$ cat src/rtl/memory_bus_pkg.sv
// Shared encodings for the external memory bus and the two masters that share it.
// The arbiter, its tag FIFO and any bus-side logic import this package.
package memory_bus_pkg;

  localparam logic [1:0] L_ORDER_BYTE = 2'd0;
  localparam logic [1:0] L_ORDER_HALF = 2'd1;
  localparam logic [1:0] L_ORDER_WORD = 2'd2;
  localparam logic [1:0] L_ORDER_NONE = 2'd3;

  localparam logic L_RW_READ  = 1'b0;
  localparam logic L_RW_WRITE = 1'b1;

  localparam logic L_MASTER_LSU   = 1'b0;
  localparam logic L_MASTER_FETCH = 1'b1;

  // One master's request-side bus fields, grouped so the arbiter can mux them as a unit.
  typedef struct packed {
    logic [1:0]  order;
    logic [3:0]  mask;
    logic        rw;
    logic [31:0] addr;
    logic [31:0] data;
  } memRequest_t;

endpackage

$ cat src/rtl/memory_bus_arbiter_tag_fifo.sv
// In-order record of which master issued each outstanding read.
// Head is the owner of the next response; pointers wrap naturally since depth is a power of 2.
module memory_bus_arbiter_tag_fifo #(
  parameter int P_DEPTH   = 4,
  parameter int P_DEPTH_N = 2
) (
  input  logic               iCLOCK,
  input  logic               iRESET,
  input  logic               iPUSH,
  input  logic               iPUSH_TAG,
  input  logic               iPOP,
  output logic               oFULL,
  output logic               oEMPTY,
  output logic [P_DEPTH_N:0] oCOUNT,
  output logic               oHEAD
);

  localparam logic [P_DEPTH_N:0]   L_DEPTH   = (P_DEPTH_N + 1)'(P_DEPTH);
  localparam logic [P_DEPTH_N:0]   L_CNT_ONE = (P_DEPTH_N + 1)'(1);
  localparam logic [P_DEPTH_N-1:0] L_PTR_ONE = (P_DEPTH_N)'(1);

  logic [P_DEPTH-1:0]   tagMem;
  logic [P_DEPTH_N-1:0] wrPtr;
  logic [P_DEPTH_N-1:0] rdPtr;
  logic [P_DEPTH_N:0]   count;
  logic                 doPush;
  logic                 doPop;

  assign oFULL  = (count == L_DEPTH);
  assign oEMPTY = (count == '0);
  assign oCOUNT = count;
  assign oHEAD  = tagMem[rdPtr];

  // Overflow and underflow are refused here so a misbehaving caller cannot corrupt the count.
  assign doPush = iPUSH && !oFULL;
  assign doPop  = iPOP && !oEMPTY;

  always_ff @(posedge iCLOCK or posedge iRESET) begin
    if (iRESET) begin
      tagMem <= '0;
      wrPtr  <= '0;
      rdPtr  <= '0;
      count  <= '0;
    end else begin
      if (doPush) begin
        tagMem[wrPtr] <= iPUSH_TAG;
        wrPtr         <= wrPtr + L_PTR_ONE;
      end
      if (doPop) begin
        rdPtr <= rdPtr + L_PTR_ONE;
      end
      case ({doPush, doPop})
        2'b10:   count <= count + L_CNT_ONE;
        2'b01:   count <= count - L_CNT_ONE;
        default: count <= count;
      endcase
    end
  end

endmodule

$ cat src/rtl/memory_bus_arbiter.sv
// Round-robin arbiter sharing the external memory bus between the LSU (master 0)
// and instruction fetch (master 1); read responses are routed back in issue order.
module memory_bus_arbiter
  import memory_bus_pkg::*;
#(
  parameter int P_OUTSTANDING_DEPTH   = 4,
  parameter int P_OUTSTANDING_DEPTH_N = 2
) (
  input  logic        iCLOCK,
  input  logic        iRESET,
  input  logic        iM0_REQ,
  output logic        oM0_LOCK,
  input  logic [1:0]  iM0_ORDER,
  input  logic [3:0]  iM0_MASK,
  input  logic        iM0_RW,
  input  logic [31:0] iM0_ADDR,
  input  logic [31:0] iM0_DATA,
  output logic        oM0_VALID,
  input  logic        iM0_BUSY,
  output logic [63:0] oM0_DATA,
  input  logic        iM1_REQ,
  output logic        oM1_LOCK,
  input  logic [1:0]  iM1_ORDER,
  input  logic [3:0]  iM1_MASK,
  input  logic        iM1_RW,
  input  logic [31:0] iM1_ADDR,
  input  logic [31:0] iM1_DATA,
  output logic        oM1_VALID,
  input  logic        iM1_BUSY,
  output logic [63:0] oM1_DATA,
  output logic        oMEMORY_REQ,
  input  logic        iMEMORY_LOCK,
  output logic [1:0]  oMEMORY_ORDER,
  output logic [3:0]  oMEMORY_MASK,
  output logic        oMEMORY_RW,
  output logic [31:0] oMEMORY_ADDR,
  output logic [31:0] oMEMORY_DATA,
  input  logic        iMEMORY_VALID,
  output logic        oMEMORY_BUSY,
  input  logic [63:0] iMEMORY_DATA,
  output logic        oPROTOCOL_ERR
);

  // Handshakes: a request transfers on a cycle where REQ=1 and LOCK=0 (the requester
  // holds REQ and its fields stable until then); a response transfers on a cycle where
  // VALID=1 and BUSY=0 (the responder holds VALID and DATA until then).

  localparam logic [P_OUTSTANDING_DEPTH_N:0] L_DEPTH =
    (P_OUTSTANDING_DEPTH_N + 1)'(P_OUTSTANDING_DEPTH);

  memRequest_t m0Bus;
  memRequest_t m1Bus;
  memRequest_t selBus;

  logic                           lastGrant;
  logic                           selMaster;
  logic                           anyReq;
  logic                           rdBlock;
  logic                           accept;
  logic                           pushTag;
  logic                           popTag;
  logic                           headTag;
  logic                           headBusy;
  logic                           fifoFull;
  logic                           fifoEmpty;
  logic [P_OUTSTANDING_DEPTH_N:0] fifoCount;
  logic                           errSticky;

  assign m0Bus = '{order: iM0_ORDER, mask: iM0_MASK, rw: iM0_RW, addr: iM0_ADDR, data: iM0_DATA};
  assign m1Bus = '{order: iM1_ORDER, mask: iM1_MASK, rw: iM1_RW, addr: iM1_ADDR, data: iM1_DATA};

  // On a tie the master that did not win last time goes next.
  always_comb begin
    selMaster = L_MASTER_LSU;
    if (iM0_REQ && iM1_REQ) begin
      selMaster = ~lastGrant;
    end else if (iM1_REQ) begin
      selMaster = L_MASTER_FETCH;
    end
  end

  assign selBus = (selMaster == L_MASTER_FETCH) ? m1Bus : m0Bus;
  assign anyReq = iM0_REQ || iM1_REQ;

  // Conservative: a response popping a tag this same cycle does not unblock the read.
  assign rdBlock = (selBus.rw == L_RW_READ) && (fifoCount == L_DEPTH);

  assign oMEMORY_REQ   = anyReq && !rdBlock && !iRESET;
  assign oMEMORY_ORDER = selBus.order;
  assign oMEMORY_MASK  = selBus.mask;
  assign oMEMORY_RW    = selBus.rw;
  assign oMEMORY_ADDR  = selBus.addr;
  assign oMEMORY_DATA  = selBus.data;

  assign accept   = oMEMORY_REQ && !iMEMORY_LOCK;
  assign oM0_LOCK = !(accept && (selMaster == L_MASTER_LSU));
  assign oM1_LOCK = !(accept && (selMaster == L_MASTER_FETCH));

  assign pushTag = accept && (selBus.rw == L_RW_READ) && !fifoFull;

  always_ff @(posedge iCLOCK or posedge iRESET) begin
    if (iRESET) begin
      lastGrant <= L_MASTER_FETCH;
    end else if (accept) begin
      lastGrant <= selMaster;
    end
  end

  memory_bus_arbiter_tag_fifo #(
    .P_DEPTH  (P_OUTSTANDING_DEPTH),
    .P_DEPTH_N(P_OUTSTANDING_DEPTH_N)
  ) u_tag_fifo (
    .iCLOCK   (iCLOCK),
    .iRESET   (iRESET),
    .iPUSH    (pushTag),
    .iPUSH_TAG(selMaster),
    .iPOP     (popTag),
    .oFULL    (fifoFull),
    .oEMPTY   (fifoEmpty),
    .oCOUNT   (fifoCount),
    .oHEAD    (headTag)
  );

  // Response side: the head tag names the owner; with no tag the response is stray.
  assign headBusy     = (headTag == L_MASTER_FETCH) ? iM1_BUSY : iM0_BUSY;
  assign oM0_VALID    = iMEMORY_VALID && !fifoEmpty && (headTag == L_MASTER_LSU);
  assign oM1_VALID    = iMEMORY_VALID && !fifoEmpty && (headTag == L_MASTER_FETCH);
  assign oM0_DATA     = iMEMORY_DATA;
  assign oM1_DATA     = iMEMORY_DATA;
  assign oMEMORY_BUSY = !fifoEmpty && headBusy;
  assign popTag       = iMEMORY_VALID && !fifoEmpty && !headBusy;

  always_ff @(posedge iCLOCK or posedge iRESET) begin
    if (iRESET) begin
      errSticky <= 1'b0;
    end else if (iMEMORY_VALID && fifoEmpty) begin
      errSticky <= 1'b1;
    end
  end

  assign oPROTOCOL_ERR = errSticky;

endmodule

$ cat config.mk
export PLATFORM = sky130hd
export DESIGN_NAME = memory_bus_arbiter
export DESIGN_NICKNAME = d
export VERILOG_FILES = /design/src/rtl/memory_bus_pkg.sv /design/src/rtl/memory_bus_arbiter_tag_fifo.sv /design/src/rtl/memory_bus_arbiter.sv
export SDC_FILE = /design/constraint.sdc
export NUM_CORES = 1
export LEC_CHECK = 0
export ABC_AREA = 1
export BUFFER_PORTS_ARGS = -buffer_cell sky130_fd_sc_hd__buf_4
export CAP_MARGIN = 20
export CORE_AREA = 2 2 163 165
export CTS_BUF_LIST = sky130_fd_sc_hd__clkbuf_8
export DETAILED_ROUTE_END_ITERATION = 12
export DIE_AREA = 0 0 165 167
export SLEW_MARGIN = 20
export SYNTH_ARGS = -nofsm -noshare
export SYNTH_HDL_FRONTEND = slang
export SYNTH_SLANG_ARGS = --single-unit
$ cat constraint.sdc
create_clock -name iCLOCK -period 4.72 [get_ports iCLOCK]
set_input_delay 0.236 -clock iCLOCK [delete_from_list [all_inputs] [get_ports iCLOCK]]
set_output_delay 0.236 -clock iCLOCK [all_outputs]
set_load 0.05 [all_outputs]
==> flow_summary.json, run 1 <==
{
  "run_status": "completed",
  "net_switching_share_of_the_total_power_pct": 57.7,
  "timing.rr.start": "lastGrant",
  "reg2reg_slack_ps": 2090,
  "post-cts-setup-buffer-count": 0,
  "wirelength_mm": 11.7,
  "netlist_area_mm2": 0.00266,
  "synth_seq_area_share_pct": 12.3,
  "synthesis.area_per_instance_um2": 5.78,
  "finalSetupViolations": 0,
  "reg2reg_to": "u_tag_fifo.oCOUNT[1]",
  "worst_vdd_ir_mv": 0.290,
  "placement_rows": 59,
  "vias_in_the_first_global_route": 2933,
  "p_total_uw": 1310,
  "p_comb_share_pct": 76.3,
  "timing_hold_violations_final": 0,
  "routed_via_density": 3.25,
  "power.share.sequential_pct": 16.0,
  "syn_to_final_growth_pct": 42.7,
  "boundaryPins": 420,
  "timing.final.crit_share_pct": 68.0,
  "detailedRoute.firstIterationViolations": 198,
  "synthesized_flop_and_latch_total": 13,
  "cts_max_path_buffers": 2,
  "report.final.slew_viol_count": 0,
  "nNetsFinal": 770,
  "layout.cells.non_filler": 884,
  "vias": 2869,
  "top_library_cells_by_usage_in_the_layout_fill_and_taps_aside": "233 x sky130_fd_sc_hd__nand2_1, 228 x sky130_fd_sc_hd__buf_4, 26 x sky130_fd_sc_hd__inv_1",
  "place.detailed.instances": 880,
  "power-per-cell-area_mw_per_mm2": 344,
  "critPathRequiredTime_ps": 4480,
  "die_x_um": 165,
  "dp_worst_setup_slack_ps": 1710,
  "cts_buffer_count": 3,
  "worstHoldPathType": "in -> async",
  "worst-r2r-cell-count": 9,
  "max_clock_freq_mhz": 312,
  "die_area_mm2": 0.0276,
  "initial_core_util_pct": 10.3,
  "tightestPinTransition_ps": 829,
  "netlist.area_leader.share_pct": 36.1,
  "gr-usage-met1_pct": 10.1,
  "synth.net_count": 681,
  "global_route.usage.met3_pct": 4.13,
  "critPathCaptureType": "primary output",
  "postCtsHoldBufs": 0,
  "chipHeight_um": 167,
  "rsz0062_at_grt": "false",
  "period_minus_slack_ps": 3210,
  "grt.busiest_layer": "met2",
  "final_layout_size_suffix_gt1_share_pct": 43.5,
  "drt_first_pass_iters": 4,
  "final_critical_path_setup_slack_ps": 1510,
  "grt_max_degree": 74,
  "timing.max_cap.violations": 0,
  "synthDominantAreaCellType": "sky130_fd_sc_hd__buf_4",
  "h-tree-depth": 1,
  "post_cts_resize_count": 0,
  "grt.met2_usage_pct": 12.0,
  "cts_tree": "built",
  "synth.distinct_cells": 24,
  "drc": 0,
  "ant_nets": 0,
  "grt_overflow_total": 0,
  "timing.critical_path.from_type": "register",
  "grt_util_all_layers_pct": 8.15,
  "leakage_uw": 0.00220,
  "yosys-top-cells-area": "sky130_fd_sc_hd__buf_4 36%, sky130_fd_sc_hd__nand2_1 33%, sky130_fd_sc_hd__dfrtp_1 11%",
  "antenna-diode-count": 0,
  "grt_first_pass_wirelength_mm": 17.4,
  "setup_tns_after_final_layout_ps": 0,
  "slew_hr_pct": 44.7,
  "place_hpwl_mm": 9.94,
  "path_clk_slew_ps": 60,
  "core_region_area_mm2": 0.0258,
  "antenna_found_initial": 0,
  "clock-sinks": 13,
  "fin_skew_ps": 4.00,
  "crit_path_max_fanout": 73,
  "critPathArrivalTime_ps": 2970,
  "insertion_delay_ps": 250,
  "setup.worst_path.class": "reg -> out",
  "route.detailed.wl_per_inst_um": 13.2,
  "globalplace.congestion": 0.725,
  "synth-warning-count": 0,
  "clock-root-buffer": "sky130_fd_sc_hd__clkbuf_8",
  "port_buffers": 227,
  "layout_commonest_cell": "sky130_fd_sc_hd__nand2_1",
  "netSwitchingPower_uw": 755,
  "p_int_uw": 554,
  "clk_pwr_share_pct": 7.8,
  "postSynthCellCount": 461
}
power by group through the flow:
stage / Clock (uW) / Sequential (uW) / Combinational (uW)
after floorplan: 0 / 204 / 953
after global placement: 0 / 209 / 996
after detailed placement: 0 / 211 / 1010
after CTS: 107 / 210 / 1010
after global routing: 112 / 218 / 1090
final: 102 / 209 / 999
worst max-delay path by stage:
stage                         start          endpoint  slack, ps  depth (start not counted)
after floorplan           lastGrant         lastGrant       2510                          6
after global placement      iM0_REQ   oMEMORY_DATA[9]       1770                          8
final                     lastGrant   oMEMORY_DATA[9]       1510                          7
after CTS                 lastGrant  oMEMORY_DATA[18]       1450                          7
after detailed placement    iM0_REQ  oMEMORY_DATA[18]       1710                          8
after global routing      lastGrant  oMEMORY_DATA[18]       1210                          7
cell families (layout without fill, tap and decap cells):
kind of cell	after synthesis	count (layout)	synth area share [%]
AO/OA/AOI/OAI	13	13	3.15
XOR/XNOR	4	4	1.32
adder cells (fa/ha/maj)	6	6	3.10
buffers and inverters	170	258	42.6
flip-flops	13	13	12.3
AND/OR/NAND/NOR	255	255	37.6
Yosys cell counts:
cell type and n:
sky130_fd_sc_hd__clkbuf_1 8, sky130_fd_sc_hd__buf_2 7, sky130_fd_sc_hd__xnor2_1 2, sky130_fd_sc_hd__buf_4 128, sky130_fd_sc_hd__o21bai_1 4, sky130_fd_sc_hd__ha_1 5
sky130_fd_sc_hd__nand4_4 1, sky130_fd_sc_hd__nor2_1 8, sky130_fd_sc_hd__buf_6 1, sky130_fd_sc_hd__nand2_2 2, sky130_fd_sc_hd__nand2_4 1, sky130_fd_sc_hd__fa_1 1
sky130_fd_sc_hd__nor3_1 1, sky130_fd_sc_hd__o21ai_0 3, sky130_fd_sc_hd__dfrtp_1 12, sky130_fd_sc_hd__dfstp_2 1, sky130_fd_sc_hd__a21oi_1 4, sky130_fd_sc_hd__a21boi_2 1
sky130_fd_sc_hd__inv_1 26, sky130_fd_sc_hd__xor2_1 2, sky130_fd_sc_hd__nand2_1 233, sky130_fd_sc_hd__nor2_2 1, sky130_fd_sc_hd__a21o_1 1, sky130_fd_sc_hd__nand3_1 8
routing by layer:
metal	share of wire, %	vias to the layer above
li1	-	1416
met1	41	1210
met2	42	195
met3	13	48
met4	3.5	0
met5	0	-
critical path: stages, from the launching register on:
cell and delay (ps):
sky130_fd_sc_hd__dfstp_2 370, sky130_fd_sc_hd__nand2_1 110, sky130_fd_sc_hd__nand2_4 410, sky130_fd_sc_hd__inv_2 720, sky130_fd_sc_hd__buf_4 510, sky130_fd_sc_hd__nand2_1 130, sky130_fd_sc_hd__nand2_1 120, sky130_fd_sc_hd__buf_4 210
area by class of cell:
type,instances,area [um2]
Clock inverter,1,3.75
Sequential cell,13,327
Fill cell,2949,22000
Inverter,26,97.6
Clock buffer,3,41.3
Timing Repair Buffer,228,1710
Tap cell,335,419
Multi-Input combinational cell,278,1200
registers in the layout, summed over array words and instances (netlist names):
| signal | flops |
|---|---|
| lastGrant | 1 |
| u_tag_fifo.tagMem | 4 |
| u_tag_fifo.rdPtr | 2 |
| u_tag_fifo.oCOUNT | 3 |
| u_tag_fifo.wrPtr | 2 |
| oPROTOCOL_ERR | 1 |
per-stage QoR:
stage	hold slack (ps)	cell area (um2)	util [%]
global placement	330	3760	14.6
finish	46.6	3800	14.8
floorplan	112	2660	-
CTS	75.0	3800	14.8
detailed placement	348	3760	14.6
global route	94.5	3800	14.8
Note: power is estimated with default switching activity, not from simulation.
==> run 2: changes to the inputs <==
--- a/config.mk
+++ b/config.mk
@@ -8,10 +8,10 @@
 export ABC_AREA = 1
 export BUFFER_PORTS_ARGS = -buffer_cell sky130_fd_sc_hd__buf_4
 export CAP_MARGIN = 20
-export CORE_AREA = 2 2 163 165
+export CORE_AREA = 2 2 164 166
 export CTS_BUF_LIST = sky130_fd_sc_hd__clkbuf_8
 export DETAILED_ROUTE_END_ITERATION = 12
-export DIE_AREA = 0 0 165 167
+export DIE_AREA = 0 0 166 168
 export SLEW_MARGIN = 20
 export SYNTH_ARGS = -nofsm -noshare
 export SYNTH_HDL_FRONTEND = slang
==> constraint.sdc (replaced) <==
create_clock -name iCLOCK -period 2.96 [get_ports iCLOCK]
set_input_delay 0.148 -clock iCLOCK [delete_from_list [all_inputs] [get_ports iCLOCK]]
set_output_delay 0.148 -clock iCLOCK [all_outputs]
set_load 0.05 [all_outputs]
==> flow_summary.json, run 2 (synthesized netlist as in run 1, its figures left out) <==
{
  "globalplace.congestion": 0.759,
  "insertion_delay_ps": 240,
  "vias_in_the_first_global_route": 2764,
  "drc": 0,
  "finalSetupViolations": 0,
  "power-per-cell-area_mw_per_mm2": 544,
  "grt_util_all_layers_pct": 8.78,
  "final_critical_path_setup_slack_ps": 631,
  "critPathCaptureType": "primary output",
  "final_layout_size_suffix_gt1_share_pct": 43.6,
  "initial_core_util_pct": 10.1,
  "h-tree-depth": 1,
  "grt_first_pass_wirelength_mm": 18.4,
  "route.detailed.wl_per_inst_um": 14.8,
  "critPathRequiredTime_ps": 2810,
  "placement_rows": 60,
  "drt_first_pass_iters": 4,
  "crit_path_max_fanout": 40,
  "grt.busiest_layer": "met2",
  "final_area_mm2": 0.00384,
  "place_hpwl_mm": 11.8,
  "clock-sinks": 13,
  "detailedRoute.firstIterationViolations": 149,
  "path_common_cell": "sky130_fd_sc_hd__nand2_1",
  "syn_to_final_growth_pct": 44.2,
  "worst_path_dominant_cell_family": "buffers and inverters",
  "dp_worst_setup_slack_ps": 683,
  "port_buffers": 227,
  "fin_skew_ps": 5.91,
  "max_flop_register": "u_tag_fifo.tagMem",
  "netSwitchingPower_uw": 1200,
  "path_clk_slew_ps": 60,
  "period_minus_slack_ps": 2330,
  "timing_hold_violations_final": 0,
  "ant_nets": 0,
  "top_library_cells_by_usage_in_the_layout_fill_and_taps_aside": "233 x sky130_fd_sc_hd__nand2_1, 228 x sky130_fd_sc_hd__buf_4, 26 x sky130_fd_sc_hd__inv_1",
  "cells_traversed_along_the_worst_timing_path": "nand2_1 -> nand2_4 -> inv_2 -> buf_12 -> nand2_1 -> nand2_1 -> buf_4",
  "postCtsHoldBufs": 1,
  "cts_tree": "built",
  "post_cts_resize_count": 0,
  "net_switching_share_of_the_total_power_pct": 57.4,
  "clock-root-buffer": "sky130_fd_sc_hd__clkbuf_8",
  "core_region_area_mm2": 0.0264,
  "timing.critical_path.buf_inv": 3,
  "clk_pwr_share_pct": 7.4,
  "routed_via_density": 3.23,
  "cts_buffer_count": 3,
  "power.share.sequential_pct": 15.9,
  "timing.critical_path.from_type": "register",
  "antenna-diode-count": 0,
  "dpl-instance-area_mm2": 0.00378,
  "p_comb_share_pct": 76.8,
  "rsz0062_at_grt": "false",
  "leakage_uw": 0.00221,
  "boundaryPins": 420,
  "critPathArrivalTime_ps": 2180,
  "post-cts-setup-buffer-count": 0,
  "wirelength_mm": 13.2,
  "grt_max_degree": 50,
  "grt_overflow_total": 0,
  "worstHoldPathType": "in -> reg",
  "die_x_um": 166,
  "timing.max_cap.violations": 0,
  "gr-usage-met1_pct": 9.37,
  "antenna_found_initial": 0,
  "slew_hr_pct": 57.9,
  "worst_vdd_ir_mv": 0.702,
  "p_int_uw": 889,
  "cts_max_path_buffers": 2,
  "report.final.slew_viol_count": 0,
  "slowest_delay_ps": 540,
  "layout_commonest_cell": "sky130_fd_sc_hd__nand2_1",
  "die_area_mm2": 0.0279,
  "timing.final.crit_share_pct": 78.7,
  "vias": 2878,
  "largest_register_ffs": 4,
  "max_clock_freq_mhz": 429,
  "crit_slowest_cell": "sky130_fd_sc_hd__inv_2",
  "setup.worst_path.class": "reg -> out",
  "global_route.usage.met3_pct": 6.14,
  "grt.met2_usage_pct": 14.3,
  "setup_tns_after_final_layout_ps": 0,
  "tightestPinTransition_ps": 631,
  "chipHeight_um": 168,
  "run_status": "completed",
  "nNetsFinal": 772
}
==> run 2: cell types whose count changed in the layout (fill, tap and decap cells not counted), sizes merged <==
cell         delta
dlygate4sd3     +1
buf             +1
==> run 2: path summary, 6_finish.rpt <==
path,startpoint,endpoint,slack [ps],cells after the start
setup reg to reg,lastGrant,u_tag_fifo.oCOUNT[1],730,9
hold reg to reg,oPROTOCOL_ERR,oPROTOCOL_ERR,450,1
setup / recovery,lastGrant,oMEMORY_DATA[29],630,7
max in group asynchronous,iRESET,lastGrant,2060,3
hold / removal,iMEMORY_VALID,oPROTOCOL_ERR,120,2
min in group asynchronous,iRESET,u_tag_fifo.oCOUNT[0],530,3
==> run 2: stage by stage <==
stage	std cells	hold slack, ps	total power, uW	util [%]
3_5_place_dp	887	231	1950	14.4
6_report	892	118	2090	14.6
2_1_floorplan	461	24.2	1850	-
3_3_place_gp	887	222	1930	14.4
4_1_cts	892	116	2110	14.6
5_1_grt	892	130	2250	14.6
==> run 2: final cells by class <==
cell class              count  area, um2
repair buffers            230       1740
multi-input cells         278       1200
flip-flops and latches     13        327
well taps                 341        427
clock inverters             1       3.75
fillers                  3032      22500
clock buffers               3       41.3
inverters                  26       97.6
==> run 2: power groups by stage <==
stage               Combinational (uW)  Sequential, uW  Clock (uW)
floorplan                         1520             326           0
global placement                  1600             331           0
detailed placement                1610             334           0
CTS                               1620             332         158
global route                      1740             344         166
finish                            1600             331         154
==> run 2: per-layer routing <==
metal  share of wire [%]  up-vias
li1                    -     1423
met1                  35     1201
met2                  47      229
met3                  16       25
met4                 1.8        0
met5                   0        -
==> run 3: changes to the inputs <==
==> constraint.sdc (replaced) <==
create_clock -name iCLOCK -period 2.3 [get_ports iCLOCK]
set_input_delay 0.115 -clock iCLOCK [delete_from_list [all_inputs] [get_ports iCLOCK]]
set_output_delay 0.115 -clock iCLOCK [all_outputs]
set_load 0.05 [all_outputs]
==> flow_summary.json, run 3 (synthesized netlist as in run 1, its figures left out) <==
{
  "drt_first_pass_iters": 4,
  "finalSetupViolations": 0,
  "rsz0062_at_grt": "false",
  "antenna_found_initial": 0,
  "worst_vdd_ir_mv": 0.565,
  "grt_first_pass_wirelength_mm": 17.7,
  "vias_in_the_first_global_route": 2666,
  "p_int_uw": 1150,
  "critPathRequiredTime_ps": 2420,
  "dp_worst_setup_slack_ps": 106,
  "vias": 2905,
  "tightestPinTransition_ps": 482,
  "timing.critical_path.from_type": "register",
  "reg2reg_slack_ps": 130,
  "detailedRoute.firstIterationViolations": 111,
  "insertion_delay_ps": 240,
  "final_critical_path_setup_slack_ps": 130,
  "grt_util_all_layers_pct": 8.41,
  "core_region_area_mm2": 0.0264,
  "routed_via_density": 3.25,
  "max_flop_register": "u_tag_fifo.tagMem",
  "placement_rows": 60,
  "fin_skew_ps": 3.36,
  "path_clk_slew_ps": 60,
  "final_layout_size_suffix_gt1_share_pct": 44.2,
  "setup_tns_after_final_layout_ps": 0,
  "power-per-cell-area_mw_per_mm2": 698,
  "net_switching_share_of_the_total_power_pct": 57.3,
  "report.final.slew_viol_count": 0,
  "timing.max_cap.violations": 0,
  "clock-sinks": 13,
  "utilization_pct": 14.7,
  "netSwitchingPower_uw": 1550,
  "layout_commonest_cell": "sky130_fd_sc_hd__nand2_1",
  "die_area_mm2": 0.0279,
  "grt_max_degree": 76,
  "top_library_cells_by_usage_in_the_layout_fill_and_taps_aside": "233 x sky130_fd_sc_hd__nand2_1, 228 x sky130_fd_sc_hd__buf_4, 24 x sky130_fd_sc_hd__inv_1",
  "p_comb_share_pct": 76.9,
  "critPathArrivalTime_ps": 2290,
  "fillCellCount": 3039,
  "die_x_um": 166,
  "drc": 0,
  "setup.worst_path.class": "reg -> reg",
  "initial_core_util_pct": 10.1,
  "clock-root-buffer": "sky130_fd_sc_hd__clkbuf_8",
  "cts_max_path_buffers": 2,
  "ant_nets": 0,
  "period_minus_slack_ps": 2170,
  "timing.final.crit_share_pct": 94.4,
  "cts_buffer_count": 3,
  "leakage_uw": 0.00222,
  "syn_to_final_growth_pct": 45.1,
  "antenna-diode-count": 0,
  "crit_path_max_fanout": 5,
  "boundaryPins": 420,
  "wirelength_mm": 12.9,
  "timing_hold_violations_final": 0,
  "grt_overflow_total": 0,
  "worstHoldPathType": "in -> reg",
  "max_clock_freq_mhz": 461,
  "route.detailed.wl_per_inst_um": 14.4,
  "p_total_uw": 2700,
  "globalplace.congestion": 0.757,
  "chipHeight_um": 168,
  "run_status": "completed",
  "power.share.sequential_pct": 15.6,
  "cts_tree": "built",
  "largest_register_ffs": 4,
  "port_buffers": 227,
  "nNetsFinal": 773,
  "place_hpwl_mm": 11.3,
  "h-tree-depth": 1,
  "slew_hr_pct": 67.9,
  "clk_pwr_share_pct": 7.5,
  "critPathCaptureType": "register"
}
run 3: metal layers:
| layer | track usage, % | vias up | wire length [um] |
|---|---|---|---|
| li1 | - | 1423 | - |
| met5 | 0 | - | 0 |
| met4 | 1.97 | 0 | 304 |
| met3 | 5.95 | 27 | 2170 |
| met1 | 8.85 | 1225 | 4430 |
| met2 | 13.7 | 230 | 5980 |
run 3: what timing repair did:
item,CTS,global route
hold buffers,1,0
gates resized for setup,0,2
setup endpoints to repair,0,1
setup buffers,0,0
hold endpoints to repair,12,0
run 3: area by class of cell:
type	count	area, um2	share of cell area [%]
multi-input combinational	278	1210	31.2
clock buffer	3	41.3	1.07
tap	341	427	11.0
inverter	26	97.6	2.52
timing repair buffer	231	1760	45.6
sequential	13	327	8.45
clock inverter	1	5.00	0.129
run 3: critical path, cell delays in order, from the launching register on:
cell	delay, ps
sky130_fd_sc_hd__dfrtp_1	420
sky130_fd_sc_hd__inv_1	110
sky130_fd_sc_hd__nand2_1	60
sky130_fd_sc_hd__nand3_1	100
sky130_fd_sc_hd__nand2_1	80
sky130_fd_sc_hd__nand2_1	100
sky130_fd_sc_hd__nand3_2	110
sky130_fd_sc_hd__inv_2	80
sky130_fd_sc_hd__ha_1	140
sky130_fd_sc_hd__inv_1	60
sky130_fd_sc_hd__fa_1	370
sky130_fd_sc_hd__a21oi_1	140
sky130_fd_sc_hd__o21ai_0	110
sky130_fd_sc_hd__xor2_1	150
run 3: through the flow:
step | hold slack (ps) | area [um2] | cells
floorplan | -8.76 | 2660 | 461
global placement | 191 | 3800 | 888
detailed placement | 195 | 3800 | 888
CTS | 93.8 | 3860 | 893
global route | 93.5 | 3870 | 893
finish | 95.8 | 3870 | 893
run 3: worst paths after layout:
path / from / endpoint / cells past startpoint
max reg2reg: u_tag_fifo.rdPtr[0] / u_tag_fifo.oCOUNT[2] / 13
min: iMEMORY_VALID / oPROTOCOL_ERR / 2
min in group asynchronous: iRESET / u_tag_fifo.wrPtr[0] / 3
max in group asynchronous: iRESET / lastGrant / 3
max: u_tag_fifo.rdPtr[0] / u_tag_fifo.oCOUNT[2] / 13
min reg2reg: oPROTOCOL_ERR / oPROTOCOL_ERR / 1
run 3: power by group through the flow:
stage          Combinational [uW]  Sequential [uW]  Clock, uW
3_5_place_dp                 2090              426          0
5_1_grt                      2240              438        219
2_1_floorplan                1960              419          0
3_3_place_gp                 2070              418          0
4_1_cts                      2100              422        208
6_report                     2080              420        203
